`config.mk`:
```
export PLATFORM = sky130hd
export DESIGN_NAME = fetch_sequencer_flat
export DESIGN_NICKNAME = d
export VERILOG_FILES = /design/src/rtl/fetch_sequencer_if.sv /design/src/rtl/fetch_sequencer.sv /design/src/flat_wrapper.sv
export SDC_FILE = /design/constraint.sdc
export NUM_CORES = 1
export LEC_CHECK = 0
export ABC_AREA = 1
export ABC_CLOCK_PERIOD_IN_PS = 2200
export CAP_MARGIN = 0
export CORE_AREA = 2 2 120 98
export CTS_CLUSTER_DIAMETER = 60
export DETAILED_ROUTE_END_ITERATION = 8
export DIE_AREA = 0 0 122 100
export HOLD_SLACK_MARGIN = 0.03
export PLACE_DENSITY = 0.87
export SYNTH_ARGS = -nofsm -noshare
export SYNTH_HDL_FRONTEND = slang
export SYNTH_SLANG_ARGS = --single-unit
```
`constraint.sdc`:
```
create_clock -name clk -period 2.2 [get_ports clk]
set_input_delay 0.33 -clock clk [delete_from_list [all_inputs] [get_ports clk]]
set_output_delay 0.33 -clock clk [all_outputs]
set_load 0.03 [all_outputs]
```
`src/rtl/fetch_sequencer_if.sv`:
```
// -----------------------------------------------------------------------------
// fetch_sequencer_if
// Groups the instruction-memory read port and the downstream instruction
// issue/redirect port of the fetch sequencer.
//
//   imem_req       sequencer -> memory     read request
//   imem_addr      sequencer -> memory     read address (32 bit)
//   imem_ack       memory    -> sequencer  read data valid this cycle
//   imem_rdata     memory    -> sequencer  read data (32 bit)
//   instr_valid    sequencer -> consumer   fetched instruction available
//   instr          sequencer -> consumer   fetched instruction word
//   instr_pc       sequencer -> consumer   address instr came from
//   instr_ready    consumer  -> sequencer  consumer accepts instr
//   redirect_valid consumer  -> sequencer  accepted instr changes flow
//   redirect_sel   consumer  -> sequencer  PC mode for the redirect
//
// master: the fetch sequencer side. slave: memory + downstream side.
// -----------------------------------------------------------------------------
interface fetch_sequencer_if;
  logic        imem_req;
  logic [31:0] imem_addr;
  logic        imem_ack;
  logic [31:0] imem_rdata;
  logic        instr_valid;
  logic [31:0] instr;
  logic [31:0] instr_pc;
  logic        instr_ready;
  logic        redirect_valid;
  logic [1:0]  redirect_sel;

  modport master (
    output imem_req,
    output imem_addr,
    input  imem_ack,
    input  imem_rdata,
    output instr_valid,
    output instr,
    output instr_pc,
    input  instr_ready,
    input  redirect_valid,
    input  redirect_sel
  );

  modport slave (
    input  imem_req,
    input  imem_addr,
    output imem_ack,
    output imem_rdata,
    input  instr_valid,
    input  instr,
    input  instr_pc,
    output instr_ready,
    output redirect_valid,
    output redirect_sel
  );
endinterface

```
`src/rtl/fetch_sequencer.sv`:
```
// -----------------------------------------------------------------------------
// fetch_sequencer
// Sequences one instruction at a time: request the word at pc, hold it for
// the downstream consumer until accepted, then pulse the program counter
// enable with the selected PC mode and fetch again. A fetch that is not
// acknowledged within MAX_WAIT cycles halts the sequencer with a sticky fault.
//
// Parameters
//   MAX_WAIT  FETCH cycles without imem_ack before fault (2..255)
// Ports
//   clk       rising-edge clock
//   rst       synchronous active-high reset
//   pc        current PC from the program counter
//   bus       fetch_sequencer_if.master (imem read port + issue port)
//   pc_en     one-cycle program counter enable
//   pc_sel    PC mode to program counter (00 NORMAL,01 BEQ,10 JMP,11 BNE)
//   fault     sticky fetch-timeout flag
//   retired   count of accepted instructions (wraps modulo 2^32)
// -----------------------------------------------------------------------------
module fetch_sequencer #(
  parameter int unsigned MAX_WAIT = 32'd16
) (
  input  logic                    clk,
  input  logic                    rst,
  input  logic [31:0]             pc,
  fetch_sequencer_if.master       bus,
  output logic                    pc_en,
  output logic [1:0]              pc_sel,
  output logic                    fault,
  output logic [31:0]             retired
);

  typedef enum logic [2:0] {
    S_IDLE    = 3'd0,
    S_FETCH   = 3'd1,
    S_ISSUE   = 3'd2,
    S_ADVANCE = 3'd3,
    S_HALT    = 3'd4
  } state_t;

  // Last wait-counter value before a missing ack becomes a timeout.
  localparam logic [7:0] WAIT_LAST = 8'(MAX_WAIT - 32'd1);

  state_t      state_q,    state_d;
  logic [7:0]  wait_q,     wait_d;
  logic        fault_q,    fault_d;
  logic [31:0] retired_q,  retired_d;
  logic [31:0] instr_q,    instr_d;
  logic [31:0] instr_pc_q, instr_pc_d;
  logic [1:0]  sel_q,      sel_d;

  logic        imem_req_s;
  logic        instr_valid_s;
  logic        pc_en_s;
  logic [1:0]  pc_sel_s;

  // State and datapath registers with synchronous reset.
  always_ff @(posedge clk) begin
    if (rst) begin
      state_q    <= S_IDLE;
      wait_q     <= 8'd0;
      fault_q    <= 1'b0;
      retired_q  <= 32'd0;
      instr_q    <= 32'd0;
      instr_pc_q <= 32'd0;
      sel_q      <= 2'b00;
    end else begin
      state_q    <= state_d;
      wait_q     <= wait_d;
      fault_q    <= fault_d;
      retired_q  <= retired_d;
      instr_q    <= instr_d;
      instr_pc_q <= instr_pc_d;
      sel_q      <= sel_d;
    end
  end

  // Next-state and datapath update logic.
  always_comb begin
    state_d    = state_q;
    wait_d     = wait_q;
    fault_d    = fault_q;
    retired_d  = retired_q;
    instr_d    = instr_q;
    instr_pc_d = instr_pc_q;
    sel_d      = sel_q;
    case (state_q)
      S_IDLE: begin
        state_d = S_FETCH;
      end
      S_FETCH: begin
        // An ack wins over the timeout even in the last allowed cycle.
        if (bus.imem_ack) begin
          instr_d    = bus.imem_rdata;
          instr_pc_d = pc;
          wait_d     = 8'd0;
          state_d    = S_ISSUE;
        end else if (wait_q == WAIT_LAST) begin
          fault_d = 1'b1;
          state_d = S_HALT;
        end else begin
          wait_d = wait_q + 8'd1;
        end
      end
      S_ISSUE: begin
        // Redirect inputs only mean something on the accepting cycle.
        if (bus.instr_ready) begin
          sel_d     = bus.redirect_valid ? bus.redirect_sel : 2'b00;
          retired_d = retired_q + 32'd1;
          state_d   = S_ADVANCE;
        end else begin
          state_d = S_ISSUE;
        end
      end
      S_ADVANCE: begin
        state_d = S_FETCH;
      end
      S_HALT: begin
        state_d = S_HALT;
        fault_d = 1'b1;
      end
      default: begin
        // Unreachable encoding: treat as a fault and park.
        fault_d = 1'b1;
        state_d = S_HALT;
      end
    endcase
  end

  // Control outputs decoded from the registered state.
  always_comb begin
    imem_req_s    = 1'b0;
    instr_valid_s = 1'b0;
    pc_en_s       = 1'b0;
    pc_sel_s      = 2'b00;
    case (state_q)
      S_IDLE: begin
        imem_req_s = 1'b0;
      end
      S_FETCH: begin
        imem_req_s = 1'b1;
      end
      S_ISSUE: begin
        instr_valid_s = 1'b1;
      end
      S_ADVANCE: begin
        pc_en_s  = 1'b1;
        pc_sel_s = sel_q;
      end
      S_HALT: begin
        imem_req_s = 1'b0;
      end
      default: begin
        imem_req_s = 1'b0;
      end
    endcase
  end

  assign bus.imem_req    = imem_req_s;
  assign bus.imem_addr   = pc;
  assign bus.instr_valid = instr_valid_s;
  assign bus.instr       = instr_q;
  assign bus.instr_pc    = instr_pc_q;
  assign pc_en           = pc_en_s;
  assign pc_sel          = pc_sel_s;
  assign fault           = fault_q;
  assign retired         = retired_q;

endmodule

```
`src/flat_wrapper.sv`:
```
// flat-port wrapper written by rule: the top's interface ports become plain ports
module fetch_sequencer_flat 
#(
  parameter int unsigned MAX_WAIT = 32'd16
)
  (clk, rst, pc, pc_en, pc_sel, fault, retired, bus_imem_req, bus_imem_addr, bus_imem_ack, bus_imem_rdata, bus_instr_valid, bus_instr, bus_instr_pc, bus_instr_ready, bus_redirect_valid, bus_redirect_sel);
  fetch_sequencer_if bus_i ();
  input  logic clk;
  input  logic rst;
  input  logic [31:0] pc;
  output logic pc_en;
  output logic [1:0] pc_sel;
  output logic fault;
  output logic [31:0] retired;
  output wire logic [$bits(bus_i.imem_req)-1:0] bus_imem_req;
  output wire logic [$bits(bus_i.imem_addr)-1:0] bus_imem_addr;
  input wire logic [$bits(bus_i.imem_ack)-1:0] bus_imem_ack;
  input wire logic [$bits(bus_i.imem_rdata)-1:0] bus_imem_rdata;
  output wire logic [$bits(bus_i.instr_valid)-1:0] bus_instr_valid;
  output wire logic [$bits(bus_i.instr)-1:0] bus_instr;
  output wire logic [$bits(bus_i.instr_pc)-1:0] bus_instr_pc;
  input wire logic [$bits(bus_i.instr_ready)-1:0] bus_instr_ready;
  input wire logic [$bits(bus_i.redirect_valid)-1:0] bus_redirect_valid;
  input wire logic [$bits(bus_i.redirect_sel)-1:0] bus_redirect_sel;
  assign bus_imem_req = bus_i.imem_req;
  assign bus_imem_addr = bus_i.imem_addr;
  assign bus_i.imem_ack = bus_imem_ack;
  assign bus_i.imem_rdata = bus_imem_rdata;
  assign bus_instr_valid = bus_i.instr_valid;
  assign bus_instr = bus_i.instr;
  assign bus_instr_pc = bus_i.instr_pc;
  assign bus_i.instr_ready = bus_instr_ready;
  assign bus_i.redirect_valid = bus_redirect_valid;
  assign bus_i.redirect_sel = bus_redirect_sel;
  fetch_sequencer #(.MAX_WAIT(MAX_WAIT)) u_core (.clk(clk), .rst(rst), .pc(pc), .bus(bus_i), .pc_en(pc_en), .pc_sel(pc_sel), .fault(fault), .retired(retired));
endmodule
```
==> run_results.csv, run 1 <==
group,metric,value,unit
critical_path,reg2reg_from,"u_core.retired[0]$_SDFFE_PP0P_",
route,final_antenna_net_count,0,
critical_path,path_buf_inv,3,
logic_synthesis,synth_cell_types,30,
logic_synthesis,ys_ff_latch,110,
logic_synthesis,syn_area,5060,um2
clocking,cts_setup_buffers,0,
route,num_vias,5112,
final_layout,syn_to_final_growth,43.8,%
min_path,hold_path_class,"in2reg",
logic_synthesis,synth_fp_nets,773,
global_route,grt_pass1_wl,22500,um
die,ioPinCount,205,
critical_path,path_cells,"inv_1 > nand3_2 > inv_1 > clkdlybuf4s50_1",
final_layout,fin_area,7280,um2
logic_synthesis,synth_edf_count,0,
clocking,cts_buffer_depth,2,
final_layout,seqCellArea,2200,um2
critical_path,cpPeakStageDelay,670,ps
die,dieArea,12200,um2
logic_synthesis,syn_inst,700,
min_path,min_path_cells,4,
final_layout,multi_input_area,2240,um2
global_route,busiest_layer,"met2",
critical_path,start_kind,"register",
clocking,cts-hold-fix-buffers,0,
timing,finalSetupTns,0,ps
placement,post-place-ws,311,ps
placement,place_congestion,0.952,
timing,grt_setup_unrepaired,"false",
timing,drv_slew,0,
global_route,overflow,0,
clocking,clkSinkCount,110,
global_route,gr-usage-met2,36.4,%
power,vdd_drop_max,0.000466,V
die,die_y,100,um
route,drt-vias-per-instance,5.06,
min_path,min_to,"u_core.wait_q[4]$_SDFFE_PP0P_",
timing,hold_violations,0,
power,pwr_density_cell,736,nW/um2
clocking,cts_made_buffers,9,
clocking,cts_root_buf,"clkbuf_16",
logic_synthesis,synthArstFlopShare,0,%
critical_path,cp-end-kind,"output pin",
route,drtIter0Drc,328,
critical_path,required,1870,ps
die,core,11200,um2
placement,placedInstanceArea,6960,um2
clocking,cts.clk_slew.worst_paths,70,ps
critical_path,r2r-end,"u_core.retired[28]$_SDFFE_PP0P_",
timing,final-setup-viol-count,0,
final_layout,antenna_cells,0,
route,routedWlPerCell,14.2,um
timing,relSlewSlack,61.3,%
timing,fmax,488,MHz
die,fp-row-count,35,
final_layout,nNetsFinal,931,
global_route,use_met3,5.45,%
logic_synthesis,yosysWarningCount,0,
global_route,grt_pass1_vias,4571,
critical_path,path_delay_family,"buffers and inverters",
final_layout,drive_gt1_share,5.56,%
run_status,status,"complete, no violations",
timing,period_minus_slack,2050,ps
clocking,clk_latency,340,ps
route,wl,14300,um
critical_path,worst_path_max_delay_cell,"clkdlybuf4s50_1",
critical_path,reg2regPathDepth,9,
clocking,cts_tree,"done",
power,p_leak,2.65,nW
route,drc,0,
global_route,grt.total_usage,22.9,%
timing,tightest_slew,580,ps
timing,finalClockSkew,6.83,ps
job,drv_cap,0,
final_layout,fill_cells,968,
logic_synthesis,ys_seq_area_share,43.5,%
placement,post-dp-hpwl,10500,um
critical_path,crit_arrival,1720,ps
global_route,antenna_found_initial,0,
critical_path,reg2reg_slack,550,ps
global_route,use_met1,31.8,%
global_route,grt_max_degree,60,
route,drt-pass1-iter-count,5,
final_layout,final_util,65.2,%
logic_synthesis,avgSynthCellArea,7.23,um2
timing,timing.final.crit_share,93.1,%
critical_path,path_max_fanout,3,
critical_path,crit_type,"reg2out",
die,start_util,45.3,%
critical_path,crit_top_cell,"inv_1",
clocking,cts-htree-levels,3,
min_path,min_from,"rst",
logic_synthesis,synthFlopType,"dfxtp_1",
placement,numPortBuffers,204,
die,die_w,122,um
timing,setup_ws,152,ps
## cell usage in the layout (no fill, tap or decap), types with 3 or more instances in the layout
master             n
nand2_1          150
buf_4              8
clkbuf_16          9
nand3_1           89
nor3_1            13
xor2_1             4
o21ai_0           11
clkdlybuf4s50_1  198
inv_2              3
nor2_1            69
nand4_1           13
dfxtp_1          110
nor2_4             7
a21oi_1           86
a211oi_1           3
inv_1             57
nand3_2            4
## metrics by stage
step	power [mW]	cells	hold slack, ps
after floorplan	3.13	700	437
after global placement	3.64	995	447
after detailed placement	3.66	995	451
after CTS	5.40	1011	361
after global routing	5.61	1011	381
final	5.36	1011	372
## cells in the mapped netlist, types with 4 or more instances
library cell,instances,share of area (%)
nand2_1,151,11
dfxtp_1,110,43
nand3_1,89,8.8
a21oi_1,86,8.5
nor2_1,69,5.1
inv_1,57,4.2
buf_4,36,5.3
clkbuf_1,20,1.5
nand4_1,13,1.6
nor3_1,13,1.3
o21ai_0,11,1.1
buf_2,8,0.79
nor2_4,7,1.6
nand3_2,4,0.79
xor2_1,4,0.69
## what timing repair did
action	in CTS	in global routing
pin swaps	0	0
endpoints found under the setup margin	2	1
hold endpoints to repair	0	0
resized for setup	2	1
## layout make-up
type / count / area share (%)
sequential: 110 / 30.3
timing repair buffer: 212 / 28.9
inverter: 60 / 3.09
tap: 148 / 2.54
clock buffer: 9 / 3.09
clock inverter: 7 / 1.34
multi-input combinational: 465 / 30.8
## state kept, by name (all words and copies together), names as in the netlist
| name | count |
|---|---|
| u_core.sel_q | 2 |
| u_core.wait_q | 8 |
| u_core.bus.instr | 32 |
| u_core.bus.instr_pc | 32 |
| u_core.state_q | 3 |
| u_core.retired | 32 |
| u_core.fault | 1 |
## kinds of logic after synthesis
logic type                 share of synthesized area (%)
and+or+nand+nor                                     32.5
buffers and inverters                               12.3
DFF                                                 43.5
AOI/OAI and AO/OA                                   10.5
xor gates and xnor gates                           0.692
adders and majority gates                          0.494
## worst reg2reg max path, stage by stage, from the launching register on
cell     delay (ps)
dfxtp_1         410
ha_1            300
inv_1            60
nor2_1          120
nand2_1         130
nor2_1          200
nand2_1         100
o21ai_1         130
nand2_1          60
nor2_1           80
## worst max path at each step
stage / slack [ps] / start / endpoint / cells past startpoint
2_1_floorplan: 630 / u_core.retired[0]$_SDFFE_PP0P_ / u_core.retired[28]$_SDFFE_PP0P_ / 8
3_3_place_gp: 330 / u_core.state_q[1]$_SDFFE_PP0P_ / pc_sel[1] / 5
3_5_place_dp: 310 / bus_instr_ready / u_core.retired[28]$_SDFFE_PP0P_ / 8
4_1_cts: 6 / u_core.state_q[1]$_SDFFE_PP0P_ / pc_en / 5
5_1_grt: 4 / u_core.state_q[0]$_SDFFE_PP0P_ / bus_imem_req / 4
6_report: 150 / u_core.state_q[2]$_SDFFE_PP0P_ / bus_instr_valid / 4
## layer usage
layer  vias up  part of all wire (%)
met2       164                    46
met3        17                   6.5
met5         -                     0
li1       2568                     -
met4         0                   1.3
met1      2363                    46
## power by group
| group | total (mW) | switching (mW) | leakage, nW | internal [mW] |
|---|---|---|---|---|
| clock network | 1.75 | 0.745 | 0.157 | 1.00 |
| registers | 2.22 | 0.0856 | 0.891 | 2.13 |
| logic | 1.39 | 0.854 | 1.60 | 0.537 |
Note: power is estimated with default switching activity, not from simulation.
==> run 2, diff against run 1 <==
- CORE_AREA: 2 2 120 98 -> 2 2 118 97
- CTS_BUF_LIST: unset -> sky130_fd_sc_hd__clkbuf_8
- DIE_AREA: 0 0 122 100 -> 0 0 120 99
- PLACE_DENSITY: 0.87 -> 0.89
- RECOVER_POWER: unset -> 100
==> run 2 against run 1 <==
- sequential power about the same
- critical path type unchanged
- via count grew 1.4%
- critical path depth fell by 1
==> run_results.csv, run 2 (synthesis gave the netlist of run 1 again) <==
group,metric,value,unit
min_path,hold_path_class,"in2reg",
critical_path,path_max_fanout,18,
final_layout,final_common_cell,"nand2_1",
clocking,clk_latency,360,ps
min_path,min_path_cells,2,
critical_path,worst_path_max_delay_cell,"buf_2",
route,drt-pass1-iter-count,5,
die,start_util,47.4,%
critical_path,cp_num_cells,3,
global_route,overflow,0,
die,ioPinCount,205,
route,num_vias,5184,
final_layout,fin_area,7080,um2
die,dieArea,11900,um2
global_route,grt.total_usage,24.1,%
die,fp-row-count,34,
timing,holdWs,282,ps
global_route,grt_pass1_wl,23200,um
critical_path,required,1870,ps
clocking,cts_tree,"done",
timing,period_minus_slack,2070,ps
placement,placedInstanceArea,6940,um2
route,drt-vias-per-instance,5.16,
route,routedWlPerCell,14.6,um
final_layout,fill_cells,881,
critical_path,cpPeakStageDelay,410,ps
placement,numPortBuffers,204,
route,drtIter0Drc,344,
timing,fmax,484,MHz
final_layout,multi_input_area,2190,um2
placement,place_congestion,0.944,
final_layout,antenna_cells,0,
critical_path,path_buf_inv,2,
die,die_w,120,um
critical_path,path_cells,"nor3_4 > buf_2 > buf_4",
clocking,clkSinkCount,110,
run_status,status,"complete, no violations",
final_layout,nNetsFinal,930,
timing,drv_slew,0,
critical_path,start_kind,"register",
placement,post-place-ws,311,ps
final_layout,seqCellArea,2200,um2
critical_path,crit_arrival,1740,ps
timing,tightest_slew,697,ps
die,core,10700,um2
timing,final-setup-viol-count,0,
power,p_leak,2.88,nW
power,pwr_density_cell,673,nW/um2
timing,setup_ws,134,ps
timing,relSlewSlack,53.4,%
clocking,cts.clk_slew.worst_paths,100,ps
final_layout,mostFrequentLayoutCells,"nand2_1 (152), dlygate4sd3_1 (129), dfxtp_1 (110)",
placement,post-dp-hpwl,10700,um
critical_path,reg2regPathDepth,8,
die,die_y,99,um
critical_path,cp-end-kind,"output pin",
clocking,cts_made_buffers,9,
global_route,antenna_found_initial,0,
route,wl,14600,um
timing,timing.final.crit_share,93.9,%
timing,hold_violations,0,
clocking,cts_buffer_depth,2,
global_route,grt_max_degree,66,
critical_path,crit_type,"reg2out",
job,drv_cap,0,
timing,finalSetupTns,0,ps
timing,finalClockSkew,8.72,ps
timing,grt_setup_unrepaired,"false",
clocking,cts-htree-levels,3,
clocking,cts_root_buf,"clkbuf_8",
route,drc,0,
final_layout,final_util,66.3,%
route,final_antenna_net_count,0,
power,vdd_drop_max,0.000541,V
critical_path,path_delay_family,"buffers and inverters",
final_layout,syn_to_final_growth,39.9,%
global_route,grt_pass1_vias,4725,
final_layout,drive_gt1_share,4.18,%
## run 2: what timing repair did
action / in CTS / in global routing
hold buffers: 0 / 0
buffers inserted: 0 / 0
setup endpoints to repair: 3 / 0
resized for setup: 3 / 0
## run 2: through the flow
| stage | power (mW) | std cells |
|---|---|---|
| after floorplan | 3.13 | 700 |
| after detailed placement | 3.66 | 990 |
| after global placement | 3.64 | 990 |
| after global routing | 5.01 | 1005 |
| after CTS | 4.88 | 1005 |
| final | 4.77 | 1005 |
## run 2: final cells by class
cell class / count / area share (%)
Sequential cell: 110 / 31.1
Multi-Input combinational cell: 465 / 30.9
Timing Repair Buffer: 211 / 29.5
Inverter: 60 / 3.18
Tap cell: 144 / 2.54
Clock buffer: 11 / 2.14
Clock inverter: 4 / 0.671
## run 2: power breakdown
| part | switching (mW) | leakage [nW] | internal, mW |
|---|---|---|---|
| registers | 0.0786 | 0.891 | 2.13 |
| logic | 0.857 | 1.88 | 0.473 |
| clock network | 0.648 | 0.107 | 0.580 |
| total | 1.58 | 2.88 | 3.19 |
## run 2: metal layers
metal	share of wire [%]	up-vias	track usage (%)
met5	0	-	0
met4	2.3	0	8.33
met3	7.2	26	6.19
met2	48	199	38.8
met1	43	2385	31.4
li1	-	2574	-
## run 2: final timing paths
path                                startpoint                                 to  slack (ps)
max             u_core.state_q[2]$_SDFFE_PP0P_                       bus_imem_req         130
max reg2reg     u_core.state_q[2]$_SDFFE_PP0P_    u_core.retired[25]$_SDFFE_PP0P_         250
min reg2reg  u_core.bus.instr[24]$_SDFFE_PP0P_  u_core.bus.instr[24]$_SDFFE_PP0P_         460
min                                        rst     u_core.retired[0]$_SDFFE_PP0P_         280
## run 2: worst reg2reg max path, stage by stage (launching register included)
cell and delay [ps]:
dfxtp_1 380, inv_1 120, nand3_2 110, nor2_1 560, nand3_4 170, nor2_4 290
nand3_1 110, nand2_1 80, nor2_1 40
==> run 3, diff against run 2 <==
- CELL_PAD_IN_SITES_DETAIL_PLACEMENT: unset -> 1
- CELL_PAD_IN_SITES_GLOBAL_PLACEMENT: unset -> 2
- CORE_AREA: 2 2 118 97 -> 2 2 163 133
- DIE_AREA: 0 0 120 99 -> 0 0 165 135
- PLACE_DENSITY: 0.89 -> 0.87
- SKIP_CTS_REPAIR_TIMING: unset -> 1
==> run 3 against run 2 <==
- first-iteration DRC count down 35%
- cell area rose by 1.7%
- sequential cell count unchanged
- critical path depth is 2 higher
- utilization decreased by 31 points
- register-to-register slack barely moved
- cell count grew 13%
- largest cell class unchanged
- worst hold slack improved by 32 ps
==> run_results.csv, run 3 (synthesis gave the netlist of run 1 again) <==
group,metric,value,unit
timing,grt_setup_unrepaired,"false",
route,drt-vias-per-instance,4.49,
placement,dp.cells,1117,
timing,tightest_slew,684,ps
final_layout,syn_to_final_growth,42.3,%
power,internal-power,3.05,mW
global_route,antenna_found_initial,0,
critical_path,cpPeakStageDelay,430,ps
timing,relSlewSlack,54.4,%
timing,final-setup-viol-count,0,
clocking,cts_buffer_depth,2,
global_route,grt.total_usage,15.9,%
final_layout,final_common_cell,"nand2_1",
route,drc,0,
critical_path,crit_type,"reg2out",
global_route,grt_pass1_wl,27600,um
clocking,cts.clk_slew.worst_paths,100,ps
die,die_y,135,um
critical_path,path_max_fanout,4,
placement,numPortBuffers,204,
power,power.total,4.73,mW
clocking,cts_tree,"done",
die,core,20500,um2
route,routedWlPerCell,15.9,um
route,num_vias,5083,
clocking,cts_made_buffers,9,
timing,timing.final.crit_share,90.9,%
global_route,grt_max_degree,85,
clocking,cts_root_buf,"clkbuf_8",
die,start_util,24.7,%
power,vdd_drop_max,0.000321,V
global_route,grt_pass1_vias,5008,
min_path,hold_path_class,"in2reg",
power,pwr-share-clk,24.6,%
critical_path,start_kind,"register",
final_layout,fill_cells,2483,
route,final_antenna_net_count,0,
final_layout,antenna_cells,0,
power,p_comb_share,28.8,%
clocking,cts-htree-levels,3,
critical_path,required,1870,ps
die,fp-row-count,47,
global_route,overflow,0,
die,ioPinCount,205,
power,p_leak,2.85,nW
power,pwr_density_cell,657,nW/um2
job,drv_cap,0,
power,seqPwrFrac,46.6,%
final_layout,drive_gt1_share,4.05,%
die,die_w,165,um
timing,holdWs,314,ps
clocking,clk_latency,390,ps
timing,drv_slew,0,
clocking,clkSinkCount,110,
timing,finalClockSkew,19.5,ps
final_layout,nNetsFinal,932,
run_status,status,"complete, no violations",
critical_path,cp-end-kind,"output pin",
placement,placedInstanceArea,7130,um2
critical_path,worst_path_max_delay_cell,"dfxtp_1",
critical_path,crit_top_cell,"nor2_1",
route,drtIter0Drc,223,
critical_path,crit_arrival,1670,ps
timing,fmax,500,MHz
power,switchingPower,1.69,mW
critical_path,path_cells,"inv_1 > nor2_1 > nand2_1 > nor2_1 > clkbuf_1",
route,wl,18000,um
final_layout,final_cells,1133,
route,drt-pass1-iter-count,4,
final_layout,fin_area,7200,um2
placement,post-dp-hpwl,13300,um
final_layout,mostFrequentLayoutCells,"nand2_1 (152), dlygate4sd3_1 (129), dfxtp_1 (110)",
timing,period_minus_slack,2000,ps
placement,place_congestion,0.753,
die,dieArea,22300,um2
power,swShare,35.6,%
timing,hold_violations,0,
## run 3: changes by cell type in the layout (fill, tap and decap cells not counted), sizes merged
cell	delta
bufinv	-1
clkbuf	+5
clkdlybuf4s50	-1
clkinv	+1
clkinvlp	+1
dlygate4sd2	-3
inv	+1
## run 3: area by class of cell
cell class / instances / area (um2) / share of cell area (%)
well taps: 269 / 337 / 4.67
multi-input cells: 465 / 2170 / 30.2
inverters: 60 / 225 / 3.13
flip-flops and latches: 110 / 2200 / 30.6
repair buffers: 213 / 2090 / 29.0
clock inverters: 6 / 37.5 / 0.521
clock buffers: 10 / 138 / 1.91
## run 3: final timing paths
check                                      start                                   end  slack [ps]  cells after the start
setup reg to reg  u_core.state_q[0]$_SDFFE_PP0P_       u_core.retired[17]$_SDFFE_PP0P_         260                      8
hold / removal                      bus_imem_ack  u_core.bus.instr_pc[27]$_SDFFE_PP0P_         310                      3
setup / recovery  u_core.state_q[1]$_SDFFE_PP0P_                             pc_sel[0]         200                      5
hold reg to reg        u_core.fault$_SDFFE_PP0P_             u_core.fault$_SDFFE_PP0P_         460                      2
## run 3: routing by layer
metal | vias up | wire [um] | GRT usage (%)
met5 | - | 0 | 0
met4 | 0 | 167 | 3.62
met3 | 12 | 831 | 3.35
met2 | 96 | 8110 | 24.0
met1 | 2397 | 8880 | 23.2
li1 | 2578 | - | -
## run 3: metrics by stage
stage               setup TNS [ps]  setup slack, ps  util (%)
finish                           0              200      35.1
global placement                 0              239      34.7
global route                     0             61.4      35.1
detailed placement               0              194      34.7
CTS                           -433             -189      35.6
floorplan                        0              633         -
## run 3: worst max-delay path: cells and delay by family, from the launching register on
family	cells	cell delay [ps]
flip-flops	1	430
buffers and inverters	2	430
AND/OR/NAND/NOR	3	440
## run 3: power groups by stage
| stage | registers [mW] | logic, mW | clock network (mW) |
|---|---|---|---|
| 6_report | 2.21 | 1.36 | 1.17 |
| 5_1_grt | 2.23 | 1.47 | 1.31 |
| 4_1_cts | 2.22 | 1.46 | 1.24 |
| 3_5_place_dp | 2.26 | 1.45 | 0 |
| 3_3_place_gp | 2.26 | 1.45 | 0 |
| 2_1_floorplan | 2.50 | 0.630 | 0 |
